**src/rtl/uart_loader_pkg.sv**
```systemverilog
// rtl/uart_loader_pkg.sv - shared state encodings, sync default and address sizing for the UART word loader
package uart_loader_pkg;

  typedef logic [2:0] state_t;

  localparam state_t ST_IDLE  = 3'd0;
  localparam state_t ST_ADDR  = 3'd1;
  localparam state_t ST_COUNT = 3'd2;
  localparam state_t ST_DATA  = 3'd3;
  localparam state_t ST_CSUM  = 3'd4;

  localparam logic [7:0] DEFAULT_SYNC_BYTE = 8'hA5;

  function automatic int calc_abytes(input int addr_w);
    return (addr_w + 7) / 8;
  endfunction

endpackage

```
**src/rtl/uart_word_loader_word_packer.sv**
```systemverilog
// rtl/uart_word_loader_word_packer.sv - packs a byte stream into WORD_W-bit words in either byte order
module word_packer #(
  parameter int WORD_W    = 16,
  parameter bit MSB_FIRST = 1'b1
) (
  input  logic              clk,
  input  logic              rst,
  input  logic              clear,
  input  logic              byte_valid,
  input  logic [7:0]        byte_data,
  output logic              word_valid,
  output logic [WORD_W-1:0] word_data
);

  localparam int BPW = WORD_W / 8;
  localparam int CW  = (BPW > 1) ? $clog2(BPW) : 1;

  logic [WORD_W-1:0] sh;
  logic [CW-1:0]     cnt;
  logic [WORD_W+7:0] cat_lo;
  logic [WORD_W+7:0] cat_hi;
  logic              last;

  // MSB_FIRST shifts left so the first byte ends on top; otherwise shift right
  assign cat_lo     = {sh, byte_data};
  assign cat_hi     = {byte_data, sh};
  assign word_data  = MSB_FIRST ? cat_lo[WORD_W-1:0] : cat_hi[WORD_W+7:8];
  assign last       = (cnt == CW'(BPW - 1));
  assign word_valid = byte_valid && last;

  always_ff @(posedge clk or negedge rst) begin
    if (!rst) begin
      sh  <= '0;
      cnt <= '0;
    end else if (clear) begin
      sh  <= '0;
      cnt <= '0;
    end else if (byte_valid) begin
      sh  <= word_data;
      cnt <= last ? '0 : cnt + 1'b1;
    end
  end

endmodule

```
**src/rtl/uart_word_loader.sv**
```systemverilog
// rtl/uart_word_loader.sv - framed UART-to-IRAM word loader; optional byte echo under LOADER_ECHO_EN
module uart_word_loader
  import uart_loader_pkg::*;
#(
  parameter int         WORD_W      = 16,
  parameter int         ADDR_W      = 8,
  parameter bit         MSB_FIRST   = 1'b1,
  parameter logic [7:0] SYNC_BYTE   = DEFAULT_SYNC_BYTE,
  parameter int         TIMEOUT_CYC = 1_000_000
) (
  input  logic              clk,
  input  logic              rst,
  input  logic              rx_empty,
  input  logic [7:0]        rx_data,
  output logic              rd_uart,
  output logic [ADDR_W-1:0] iram_wa,
  output logic [WORD_W-1:0] iram_din,
  output logic              iram_wen,
  output logic              busy,
  output logic              done,
  output logic              err_csum,
  output logic              err_tmo,
  output logic              tx_wr,
  output logic [7:0]        tx_data,
  input  logic              tx_full
);

  localparam int            ABYTES   = calc_abytes(ADDR_W);
  localparam int            TW       = $clog2(TIMEOUT_CYC + 1);
  localparam logic [TW-1:0] TMO_LAST = TW'(TIMEOUT_CYC - 1);

  state_t            state;
  logic [ADDR_W-1:0] addr;
  logic [1:0]        abyte_cnt;
  logic [8:0]        words_left;
  logic [7:0]        sum;
  logic [TW-1:0]     tmo_cnt;

  logic              accept;
  logic [7:0]        sum_next;
  logic [ADDR_W+7:0] addr_shift;
  logic              tmo_hit;
  logic              word_valid;
  logic [WORD_W-1:0] word_data;

  assign accept     = !rx_empty;
  assign rd_uart    = accept;
  assign sum_next   = sum + rx_data;
  assign addr_shift = {addr, rx_data};
  // a byte arriving on the expiry cycle wins over the timeout
  assign tmo_hit    = busy && !accept && (tmo_cnt == TMO_LAST);

  word_packer #(
    .WORD_W    (WORD_W),
    .MSB_FIRST (MSB_FIRST)
  ) u_packer (
    .clk        (clk),
    .rst        (rst),
    .clear      (state != ST_DATA),
    .byte_valid (accept && (state == ST_DATA)),
    .byte_data  (rx_data),
    .word_valid (word_valid),
    .word_data  (word_data)
  );

  always_ff @(posedge clk or negedge rst) begin
    if (!rst) begin
      state      <= ST_IDLE;
      addr       <= '0;
      abyte_cnt  <= '0;
      words_left <= '0;
      sum        <= '0;
      tmo_cnt    <= '0;
      iram_wa    <= '0;
      iram_din   <= '0;
      iram_wen   <= 1'b0;
      busy       <= 1'b0;
      done       <= 1'b0;
      err_csum   <= 1'b0;
      err_tmo    <= 1'b0;
    end else begin
      iram_wen <= 1'b0;
      done     <= 1'b0;
      tmo_cnt  <= (!busy || accept) ? '0 : tmo_cnt + 1'b1;

      if (word_valid) begin
        iram_wen <= 1'b1;
        iram_din <= word_data;
        iram_wa  <= addr;
        addr     <= addr + 1'b1;
      end

      if (tmo_hit) begin
        state   <= ST_IDLE;
        busy    <= 1'b0;
        err_tmo <= 1'b1;
      end else if (accept) begin
        case (state)
          ST_IDLE: begin
            if (rx_data == SYNC_BYTE) begin
              state     <= ST_ADDR;
              busy      <= 1'b1;
              err_csum  <= 1'b0;
              err_tmo   <= 1'b0;
              sum       <= '0;
              abyte_cnt <= '0;
            end
          end
          ST_ADDR: begin
            addr <= addr_shift[ADDR_W-1:0];
            sum  <= sum_next;
            if (abyte_cnt == 2'(ABYTES - 1)) state <= ST_COUNT;
            else abyte_cnt <= abyte_cnt + 1'b1;
          end
          ST_COUNT: begin
            words_left <= (rx_data == 8'd0) ? 9'd256 : {1'b0, rx_data};
            sum        <= sum_next;
            state      <= ST_DATA;
          end
          ST_DATA: begin
            sum <= sum_next;
            if (word_valid) begin
              words_left <= words_left - 1'b1;
              if (words_left == 9'd1) state <= ST_CSUM;
            end
          end
          ST_CSUM: begin
            state <= ST_IDLE;
            busy  <= 1'b0;
            if (sum_next == 8'd0) done <= 1'b1;
            else err_csum <= 1'b1;
          end
          default: state <= ST_IDLE;
        endcase
      end
    end
  end

`ifdef LOADER_ECHO_EN
  always_ff @(posedge clk or negedge rst) begin
    if (!rst) begin
      tx_wr   <= 1'b0;
      tx_data <= '0;
    end else begin
      tx_wr <= accept && !tx_full;
      if (accept && !tx_full) tx_data <= rx_data;
    end
  end
`else
  logic unused_tx_full;
  assign unused_tx_full = tx_full;
  assign tx_wr          = 1'b0;
  assign tx_data        = '0;
`endif

endmodule

```
**config.mk**
```make
export PLATFORM = sky130hd
export DESIGN_NAME = uart_word_loader
export DESIGN_NICKNAME = d
export VERILOG_FILES = /design/src/rtl/uart_loader_pkg.sv /design/src/rtl/uart_word_loader_word_packer.sv /design/src/rtl/uart_word_loader.sv
export SDC_FILE = /design/constraint.sdc
export NUM_CORES = 1
export LEC_CHECK = 0
export BUFFER_PORTS_ARGS = -buffer_cell sky130_fd_sc_hd__buf_2
export CAP_MARGIN = 20
export CORE_ASPECT_RATIO = 0.5
export CORE_MARGIN = 8
export CORE_UTILIZATION = 50
export CTS_CLUSTER_DIAMETER = 150
export DETAILED_ROUTE_END_ITERATION = 8
export GPL_TIMING_DRIVEN = 0
export PLACE_DENSITY = 0.7
export SETUP_SLACK_MARGIN = 0.1
export SYNTH_ARGS = -nofsm -noshare
export SYNTH_HDL_FRONTEND = slang
export SYNTH_HIERARCHICAL = 1
export SYNTH_SLANG_ARGS = --single-unit
```
**constraint.sdc**
```tcl
create_clock -name clk -period 4.1 [get_ports clk]
set_input_delay 1.025 -clock clk [delete_from_list [all_inputs] [get_ports clk]]
set_output_delay 1.025 -clock clk [all_outputs]
set_load 0.05 [all_outputs]
```
==> flow_summary_export.csv, run 1 <==
group,metric,value,unit
status,outcome,"completed",
power_and_ir_drop,seq_power_share,0.392,
global_route,grtUsageMet3,0.0435,
yosys,synthCells,421,
critical_path,worstSetupPathType,"reg -> reg",
critical_path,worst-path-buf-inv,8,
yosys,synth-seq-area-share,0.496,
global_route,grt_start_max_net_pins,46,
placement,portBuffers,39,
timing,period_share,0.800,
clock_tree,cts_root_buf,"clkbuf_16",
clock_tree,hold_buffers,0,
final_layout,area_growth,16.4,%
timing,clock-skew-final,0.00533,ns
global_route,antenna_found_initial,0,
yosys,synth_area_leaders,"dfrtp_1, mux2_2, nor2_1",
yosys,syn_area,4440,µm²
floorplan,initial_core_util,0.513,
power_and_ir_drop,p_leak,0.00239,µW
detailed_routing,antenna_left,0,
placement,dp_hpwl,6.51,mm
yosys,ys_warn_count,6,
timing,drv_slew,0,
power_and_ir_drop,p_sw,1030,µW
hold_path,hp-class,"reg -> reg",
clock_tree,numCtsBuffers,9,
critical_path,reg2reg_from,"state[1]",
timing,hold_violations,0,
power_and_ir_drop,pwr-share-clk,0.306,
clock_tree,clock_sinks,88,
detailed_routing,routed_via_density,5.39,
power_and_ir_drop,power_density,566,nW/µm²
global_route,track_usage,0.168,
yosys,synthDistinctLibCells,52,
clock_tree,clock_latency,0.35,ns
power_and_ir_drop,irDropWorstVdd,0.000265,V
final_layout,final_nets,505,
power_and_ir_drop,internal-power,1900,µW
timing,max-slew-margin-rel,0.401,
global_route,grt-busiest-layer,"met2",
yosys,synth-seq-cells,88,
clock_tree,clkTransAtPathRegs,0.07,ns
critical_path,cpPeakStageDelay,0.50,ns
timing,fin_crit,3.28,ns
detailed_routing,first_pass_iters,5,
critical_path,cp-start-kind,"flip-flop",
yosys,yosysTopAreaCell,"dfrtp_1",
placement,placedCellCount,586,
clock_tree,cts_max_level,3,
critical_path,worstSetupStartpoint,"state[1]",
final_layout,diodes,0,
detailed_routing,drt_wl_total,9.45,mm
hold_path,holdCritStartpoint,"tmo_cnt[0]",
clock_tree,post_cts_resized,0,
global_route,grt_overflow_total,0,
power_and_ir_drop,switching_share,0.352,
timing,tns,0,ns
final_layout,fin_util,0.597,
critical_path,cp_common_cell,"buf_2",
floorplan,io_pins,51,
timing,fmax,305,MHz
global_route,grt_pass1_wl,16.2,mm
final_layout,fin_cells,602,
clock_tree,postCtsSetupRepairBufs,0,
job,drv_cap,0,
yosys,synth_flop_cell,"dfrtp_1",
floorplan,core_region_area,8650,µm²
critical_path,critical_path_arrival,3.51,ns
critical_path,slowest_stage,"buf_1",
detailed_routing,post_drt_wl_per_cell,15.7,µm
global_route,grt_use_met2,0.275,
global_route,grt_pass1_vias,3243,
critical_path,critPathRequiredTime,4.33,ns
floorplan,rows,24,
critical_path,path_cells,"buf_2, inv_1, nor3_4, inv_1, buf_2, buf_2, nor2_1, buf_6, and2_2, buf_2, buf_1, mux2_2",
yosys,async_flop_share,1.00,
critical_path,critical_path.top_delay_family,"buffers and inverters",
yosys,avgSynthCellArea,10.5,µm²
detailed_routing,drc_errors,0,
power_and_ir_drop,pwr-share-comb,0.302,
final_layout,final_layout_size_suffix_gt1_frac,0.241,
timing,setup_violations,0,
critical_path,worst_setup_path_end_kind,"flip-flop",
placement,gp_congestion,0.807,
timing,grt_setup_unrepaired,"false",
yosys,synth_edf_count,0,
clock_tree,tritoncts,"built",
yosys,yosysTopAreaCellShare,0.496,
critical_path,worstPathMaxFanout,10,
floorplan,die_area,12300,µm²
floorplan,die_y,82.6,µm
detailed_routing,vias,3245,
detailed_routing,drt-initial-drc-count,195,
clock_tree,clk_path_buf_depth,2,
timing,max_slew.worst_pin.slew,0.891,ns
global_route,met1_usage,0.216,
floorplan,die_w,149,µm
==> cell usage in the layout (no fill, tap or decap), types with 2 or more instances in the layout <==
cell type and n:
a21o_1 2, mux2i_1 10, o22a_1 3, nor4_2 4
clkbuf_1 4, clkinvlp_4 2, nor4_1 2, nand2_1 32
buf_1 4, and4_1 6, o211ai_1 2, xnor2_1 10
mux2_2 25, nand4_1 10, inv_6 2, nand3_1 7
clkbuf_16 9, bufinv_16 2, a31oi_1 5, o21ai_0 25
buf_2 44, dfrtp_1 88, nor2_1 51, nor3_1 8
a22oi_1 2, conb_1 9, and3_1 2, or3_1 3
xor2_1 20, ha_1 12, inv_1 13, a22o_1 7
buf_4 18, nor3b_1 2, a21oi_1 17
==> metal layers <==
| layer | share of wire | up-vias |
|---|---|---|
| met5 | 0 | - |
| met4 | 0.015 | 0 |
| met3 | 0.040 | 12 |
| met2 | 0.47 | 62 |
| met1 | 0.48 | 1593 |
| li1 | - | 1578 |
==> sequential cells by signal (all words and copies together) (netlist names) <==
signal and cells:
iram_din 16, busy 1, iram_wa 8, tmo_cnt 20
words_left 9, err_csum 1, addr 8, err_tmo 1
state 3, done 1, abyte_cnt 2, iram_wen 1
sum 8, u_packer/cnt 1, u_packer/sh 8
==> path summary, 6_finish.rpt <==
kind                       cells past startpoint             end  slack, ns
hold / removal                                 1      tmo_cnt[0]       0.46
hold reg to reg                                1      tmo_cnt[0]       0.46
min in group asynchronous                      1  u_packer/sh[2]       0.67
max in group asynchronous                      2      tmo_cnt[5]       2.81
setup / recovery                              12     iram_din[8]       0.82
setup reg to reg                              12     iram_din[8]       0.82
==> through the flow <==
step | hold slack [ns] | instance area [µm²] | worst slack [ns] | total power (µW)
2_1_floorplan | 0.424 | 4470 | 1.28 | 1830
3_3_place_gp | 0.439 | 4810 | 0.752 | 2020
3_5_place_dp | 0.450 | 4840 | 0.749 | 2040
4_1_cts | 0.459 | 5160 | 0.817 | 2940
5_1_grt | 0.482 | 5160 | 0.576 | 3110
6_report | 0.461 | 5160 | 0.822 | 2920
==> power groups by stage <==
stage | logic [µW] | registers, µW | clock network, µW
finish | 883 | 1150 | 896
global route | 986 | 1170 | 951
CTS | 882 | 1150 | 916
detailed placement | 878 | 1160 | 0
global placement | 860 | 1160 | 0
floorplan | 643 | 1190 | 0
==> cell families (layout without fill, tap and decap cells) <==
group,after synthesis,after routing,share of synthesized area
other,1,9,0.000845
AND/OR/NAND/NOR,139,139,0.163
AO/OA/AOI/OAI,70,70,0.0999
buffers and inverters,45,101,0.0559
XOR/XNOR,30,30,0.0592
multiplexers,35,35,0.0860
adder cells (fa/ha/maj),13,13,0.0384
flip-flops,88,88,0.496
==> layout make-up <==
class	count	area, µm²
Fill cell	739	3480
Inverter	13	48.8
Clock buffer	9	225
Tap cell	117	146
Timing Repair Buffer	40	225
Buffer	32	199
Sequential cell	88	2200
Clock inverter	7	101
Multi-Input combinational cell	296	2020
==> synth_stat cells (7+ instances only) <==
cell	instances
dfrtp_1	88
nor2_1	51
nand2_1	32
mux2_2	25
o21ai_0	25
xor2_1	20
a21oi_1	17
buf_4	17
inv_1	13
ha_1	12
mux2i_1	10
nand4_1	10
xnor2_1	10
nor3_1	8
a22o_1	7
nand3_1	7
Power figures use the tool's default switching activity.
==> run 2, diff against run 1 <==
Settings changed: PLACE_DENSITY 0.7 to 0.73.
Clock period 4.1 ns to 2.8 ns, I/O delays scaled along.
==> run 2 against run 1 <==
Sequential share of layout area shrank 0.93 points. Via count grew 1.2%. Flip-flop and latch count is the same. Combinational power grew 61%. Cell count grew 1.3%. Clock-buffer cell count grew 1. Power grew 51%. Worst setup slack lost 0.58 ns. Non-clock buffer count grew 8.
==> flow_summary_export.csv, run 2 (synthesized netlist as in run 1, its figures left out) <==
group,metric,value,unit
timing,fin_crit,2.56,ns
timing,max-slew-margin-rel,0.408,
hold_path,hp-class,"in -> async",
placement,placedCellCount,586,
clock_tree,tritoncts,"built",
final_layout,largest_register_ffs,20,
clock_tree,clk_path_buf_depth,2,
detailed_routing,drt-initial-drc-count,211,
clock_tree,cts_root_buf,"clkbuf_16",
detailed_routing,post_drt_wl_per_cell,15.6,µm
power_and_ir_drop,p_leak,0.00245,µW
detailed_routing,wl_met1,4.37,mm
timing,tns,0,ns
power_and_ir_drop,irDropWorstVdd,0.000422,V
floorplan,io_pins,51,
clock_tree,clock_latency,0.33,ns
clock_tree,clkTransAtPathRegs,0.06,ns
floorplan,core_region_area,8650,µm²
critical_path,cp-start-kind,"flip-flop",
status,outcome,"completed",
global_route,track_usage,0.166,
final_layout,area_growth,19.1,%
critical_path,critPathRequiredTime,2.99,ns
job,drv_cap,0,
critical_path,worstPathMaxFanout,19,
global_route,grt_overflow_total,0,
floorplan,die_y,82.6,µm
timing,clock-skew-final,0.00705,ns
timing,whs,0.302,ns
critical_path,critical_path_arrival,2.74,ns
final_layout,diodes,0,
floorplan,initial_core_util,0.513,
floorplan,rows,24,
final_layout,multi_input_area,2050,µm²
detailed_routing,top_layer,"met4",
critical_path,worst_setup_path_end_kind,"flip-flop",
critical_path,worstSetupPathType,"reg -> reg",
floorplan,die_area,12300,µm²
detailed_routing,first_pass_iters,4,
detailed_routing,antenna_left,0,
timing,fmax,391,MHz
placement,pre_cts_ws,-0.492,ns
final_layout,seq_area,2200,µm²
clock_tree,numCtsBuffers,9,
clock_tree,cts_max_level,3,
detailed_routing,drt_wl_total,9.51,mm
placement,portBuffers,39,
final_layout,reg.largest.list,"tmo_cnt: 20 flops, iram_din: 16 flops, words_left: 9 flops",
timing,drv_slew,0,
placement,dp_hpwl,6.57,mm
detailed_routing,vias,3285,
timing,hold_violations,0,
detailed_routing,wl_met3,480,µm
final_layout,final_common_cell,"dfrtp_1",
detailed_routing,wl_met2,4.52,mm
global_route,grt_start_max_net_pins,58,
timing,max_slew.worst_pin.slew,0.881,ns
floorplan,die_w,149,µm
final_layout,final_nets,513,
power_and_ir_drop,power_density,837,nW/µm²
clock_tree,clock_sinks,88,
timing,grt_setup_unrepaired,"false",
final_layout,layout_common_cells,"dfrtp_1, nor2_1, buf_2",
detailed_routing,drc_errors,0,
timing,period_share,0.914,
final_layout,final_layout_size_suffix_gt1_frac,0.270,
final_layout,fin_cells,610,
final_layout,fillCellCount,698,
timing,setup_violations,0,
global_route,grt_pass1_wl,16.1,mm
global_route,antenna_found_initial,0,
global_route,grt_pass1_vias,3217,
clock_tree,hold_buffers,0,
final_layout,largest-register,"tmo_cnt",
detailed_routing,routed_via_density,5.39,
timing,setup_ws,0.242,ns
placement,gp_congestion,0.849,
[run 2: cell types whose count changed in the layout (fill, tap and decap cells not counted), sizes merged]
cell      change
buf           +8
inv           -3
clkbuf        +1
clkinv        +1
clkinvlp      +1
[run 2: cell type report]
| class | count | share of cell area |
|---|---|---|
| plain buffers | 31 | 0.0396 |
| well taps | 117 | 0.0277 |
| flip-flops and latches | 88 | 0.417 |
| clock buffers | 10 | 0.0452 |
| multi-input cells | 296 | 0.387 |
| repair buffers | 49 | 0.0554 |
| clock inverters | 6 | 0.0175 |
| inverters | 13 | 0.00995 |
[run 2: power by group]
part / switching [µW] / internal, µW
sequential: 207 / 1490
combinational: 842 / 582
clock: 491 / 809
total: 1540 / 2880
[run 2: path summary, 6_finish.rpt]
kind,startpoint,to,slack (ns),depth (start not counted)
setup / recovery,state[0],state[0],0.24,12
max in group asynchronous,rst,state[0],1.86,2
min in group clk,tmo_cnt[0],tmo_cnt[0],0.45,1
setup reg to reg,state[0],state[0],0.24,12
hold reg to reg,tmo_cnt[0],tmo_cnt[0],0.45,1
hold / removal,rst,iram_din[10],0.30,1
[run 2: layer usage]
| metal | track usage | vias up |
|---|---|---|
| met5 | 0 | - |
| met4 | 0.0689 | 0 |
| met3 | 0.0468 | 14 |
| met2 | 0.275 | 84 |
| met1 | 0.205 | 1599 |
| li1 | - | 1588 |
[run 2: worst max-delay path, cell delays in order, from the launching register on]
cell	delay, ns
dfrtp_2	0.41
clkinvlp_4	0.17
nor3_4	0.29
inv_2	0.08
buf_6	0.17
nor2_4	0.09
buf_6	0.10
and2_4	0.16
nor4bb_4	0.21
a31oi_2	0.15
nor3b_2	0.30
mux2i_1	0.22
nor2_1	0.06
[run 2: timing repair]
action                                  4_1_cts  5_1_grt
buffers inserted                              4        5
endpoints found under the setup margin       42       22
pin swaps                                     4        4
gates resized for setup                       9        6
[run 2: per-stage QoR]
step	instance area [µm²]	power [µW]	utilization
global placement	4810	2950	0.556
finish	5280	4420	0.611
detailed placement	4840	3000	0.559
global route	5280	4690	0.611
floorplan	4470	2680	-
CTS	5220	4380	0.604
==> run 3, diff against run 2 <==
Settings changed: GPL_TIMING_DRIVEN 0 to default.
==> run 3 against run 2 <==
Flip-flop and latch count unchanged. Highest routed layer unchanged. Via count down 2.9%. Cell area down 3.2%. Worst setup slack better by 0.087 ns. Sequential power about the same. Cell count down 3.3%. Clock power about the same. Largest power group unchanged. Largest cell class unchanged. Power down 1.8%. Worst hold slack better by 0.037 ns.
==> flow_summary_export.csv, run 3 (synthesized netlist as in run 1, its figures left out) <==
group,metric,value,unit
clock_tree,clk_path_buf_depth,2,
floorplan,initial_core_util,0.513,
detailed_routing,first_pass_iters,4,
clock_tree,tritoncts,"built",
critical_path,cpPeakStageDelay,0.41,ns
job,drv_cap,0,
floorplan,die_y,82.6,µm
final_layout,largest_register_ffs,20,
timing,max-slew-margin-rel,0.492,
detailed_routing,drt_wl_total,9.51,mm
timing,tns,0,ns
critical_path,worst_setup_path_end_kind,"flip-flop",
detailed_routing,post_drt_wl_per_cell,16.1,µm
power_and_ir_drop,seq_power_share,0.389,
critical_path,reg2reg_from,"state[0]",
power_and_ir_drop,switching_share,0.347,
timing,drv_slew,0,
global_route,track_usage,0.169,
power_and_ir_drop,internal-power,2840,µW
placement,dp_hpwl,6.72,mm
final_layout,area_growth,15.2,%
critical_path,critical_path.top_delay_family,"adder cells",
placement,portBuffers,40,
clock_tree,cts_root_buf,"clkbuf_16",
global_route,grt_start_max_net_pins,50,
final_layout,final_common_cell,"dfrtp_1",
floorplan,io_pins,51,
power_and_ir_drop,power_density,849,nW/µm²
global_route,grt_pass1_wl,16.5,mm
final_layout,final_nets,493,
clock_tree,clock_latency,0.34,ns
detailed_routing,vias,3189,
power_and_ir_drop,irDropWorstVdd,0.000416,V
detailed_routing,antenna_left,0,
placement,pre_cts_ws,-0.0283,ns
detailed_routing,routed_via_density,5.41,
timing,setup_violations,0,
status,outcome,"completed",
critical_path,worstPathMaxFanout,2,
clock_tree,cts_max_level,3,
final_layout,diodes,0,
timing,fmax,405,MHz
power_and_ir_drop,pwr-share-clk,0.301,
global_route,grt_pass1_vias,3334,
power_and_ir_drop,pwr-share-comb,0.310,
clock_tree,clock_sinks,88,
power_and_ir_drop,p_leak,0.00236,µW
critical_path,slowest_stage,"fa_1",
clock_tree,numCtsBuffers,9,
timing,period_share,0.883,
critical_path,critical_path_arrival,2.69,ns
placement,gp_congestion,0.827,
critical_path,worst-path-buf-inv,1,
critical_path,worstSetupPathType,"in -> reg",
final_layout,fillCellCount,716,
critical_path,critPathRequiredTime,3.02,ns
hold_path,hp-class,"in -> async",
critical_path,worstSetupStartpoint,"rx_data[0]",
clock_tree,hold_buffers,0,
timing,setup_ws,0.328,ns
final_layout,final_layout_size_suffix_gt1_frac,0.241,
detailed_routing,drt-initial-drc-count,191,
power_and_ir_drop,p_sw,1510,µW
floorplan,die_w,149,µm
final_layout,layout_common_cells,"dfrtp_1, nor2_1, buf_2",
critical_path,path_cells,"buf_2, ha_1, fa_1, a21oi_1, o21bai_1, xor2_1, nor4_2, a31oi_1, mux2_2",
global_route,antenna_found_initial,0,
floorplan,die_area,12300,µm²
clock_tree,clkTransAtPathRegs,0.06,ns
floorplan,rows,24,
final_layout,reg.largest.list,"tmo_cnt: 20 flops, iram_din: 16 flops, words_left: 9 flops",
timing,max_slew.worst_pin.slew,0.756,ns
timing,grt_setup_unrepaired,"false",
timing,clock-skew-final,0.00545,ns
timing,hold_violations,0,
detailed_routing,drc_errors,0,
final_layout,fin_util,0.591,
global_route,grt_overflow_total,0,
timing,fin_crit,2.47,ns
final_layout,largest-register,"tmo_cnt",
critical_path,cp-start-kind,"primary input",
floorplan,core_region_area,8650,µm²
-- run 3: changes by cell type in the layout (fill, tap and decap cells not counted), moves of 2 or more --
cell,change
buf_6,-3
buf_2,-4
buf_1,-2
inv_1,+2
buf_4,-7
clkbuf_1,-4
-- run 3: repair_timing --
action,4_1_cts,5_1_grt
setup endpoints to repair,0,2
resized for setup,0,1
buffers inserted,0,2
-- run 3: layer usage --
layer | GRT usage | part of all wire
met5 | 0 | 0
met3 | 0.0392 | 0.043
met4 | 0.0649 | 0.012
met2 | 0.285 | 0.48
met1 | 0.212 | 0.47
-- run 3: final cells by class --
type                            count  area (µm²)  area share
Clock buffer                       10         239      0.0468
Tap cell                          117         146      0.0286
Multi-Input combinational cell    296        2020       0.394
Clock inverter                      6        92.6      0.0181
Timing Repair Buffer               60         365      0.0715
Sequential cell                    88        2200       0.431
Inverter                           13        48.8     0.00955
-- run 3: worst paths after layout --
check                                       to  slack [ns]  cells after the start
worst max register to register        state[0]        0.37                     10
max in group asynchronous           tmo_cnt[1]        1.82                      2
worst min register to register      tmo_cnt[0]        0.48                      1
worst min-delay path            u_packer/sh[2]        0.34                      1
min in group clk                    tmo_cnt[0]        0.48                      1
worst max-delay path                  err_csum        0.33                      9
-- run 3: power groups by stage --
| stage | clock [µW] | sequential (µW) | combinational (µW) |
|---|---|---|---|
| floorplan | 0 | 1740 | 942 |
| global placement | 0 | 1690 | 1280 |
| detailed placement | 0 | 1700 | 1330 |
| CTS | 1330 | 1680 | 1330 |
| global route | 1380 | 1720 | 1500 |
| finish | 1310 | 1690 | 1350 |
-- run 3: stage by stage --
step	power [µW]	hold WS, ns	area [µm²]	instances
floorplan	2680	0.404	4470	429
global placement	2970	0.439	4760	572
detailed placement	3030	0.460	4760	572
CTS	4350	0.351	5090	588
global route	4610	0.371	5110	590
finish	4340	0.339	5110	590
-- run 3: worst reg2reg max path, stage by stage, from the launching register on --
cell and delay [ns]:
dfrtp_2 0.43, inv_1 0.16, nor3_4 0.29, inv_1 0.09, nor2_1 0.16, and2_2 0.18
nor4bb_1 0.22, a31oi_1 0.15, nor3b_2 0.33, mux2i_1 0.22, nor2_1 0.05
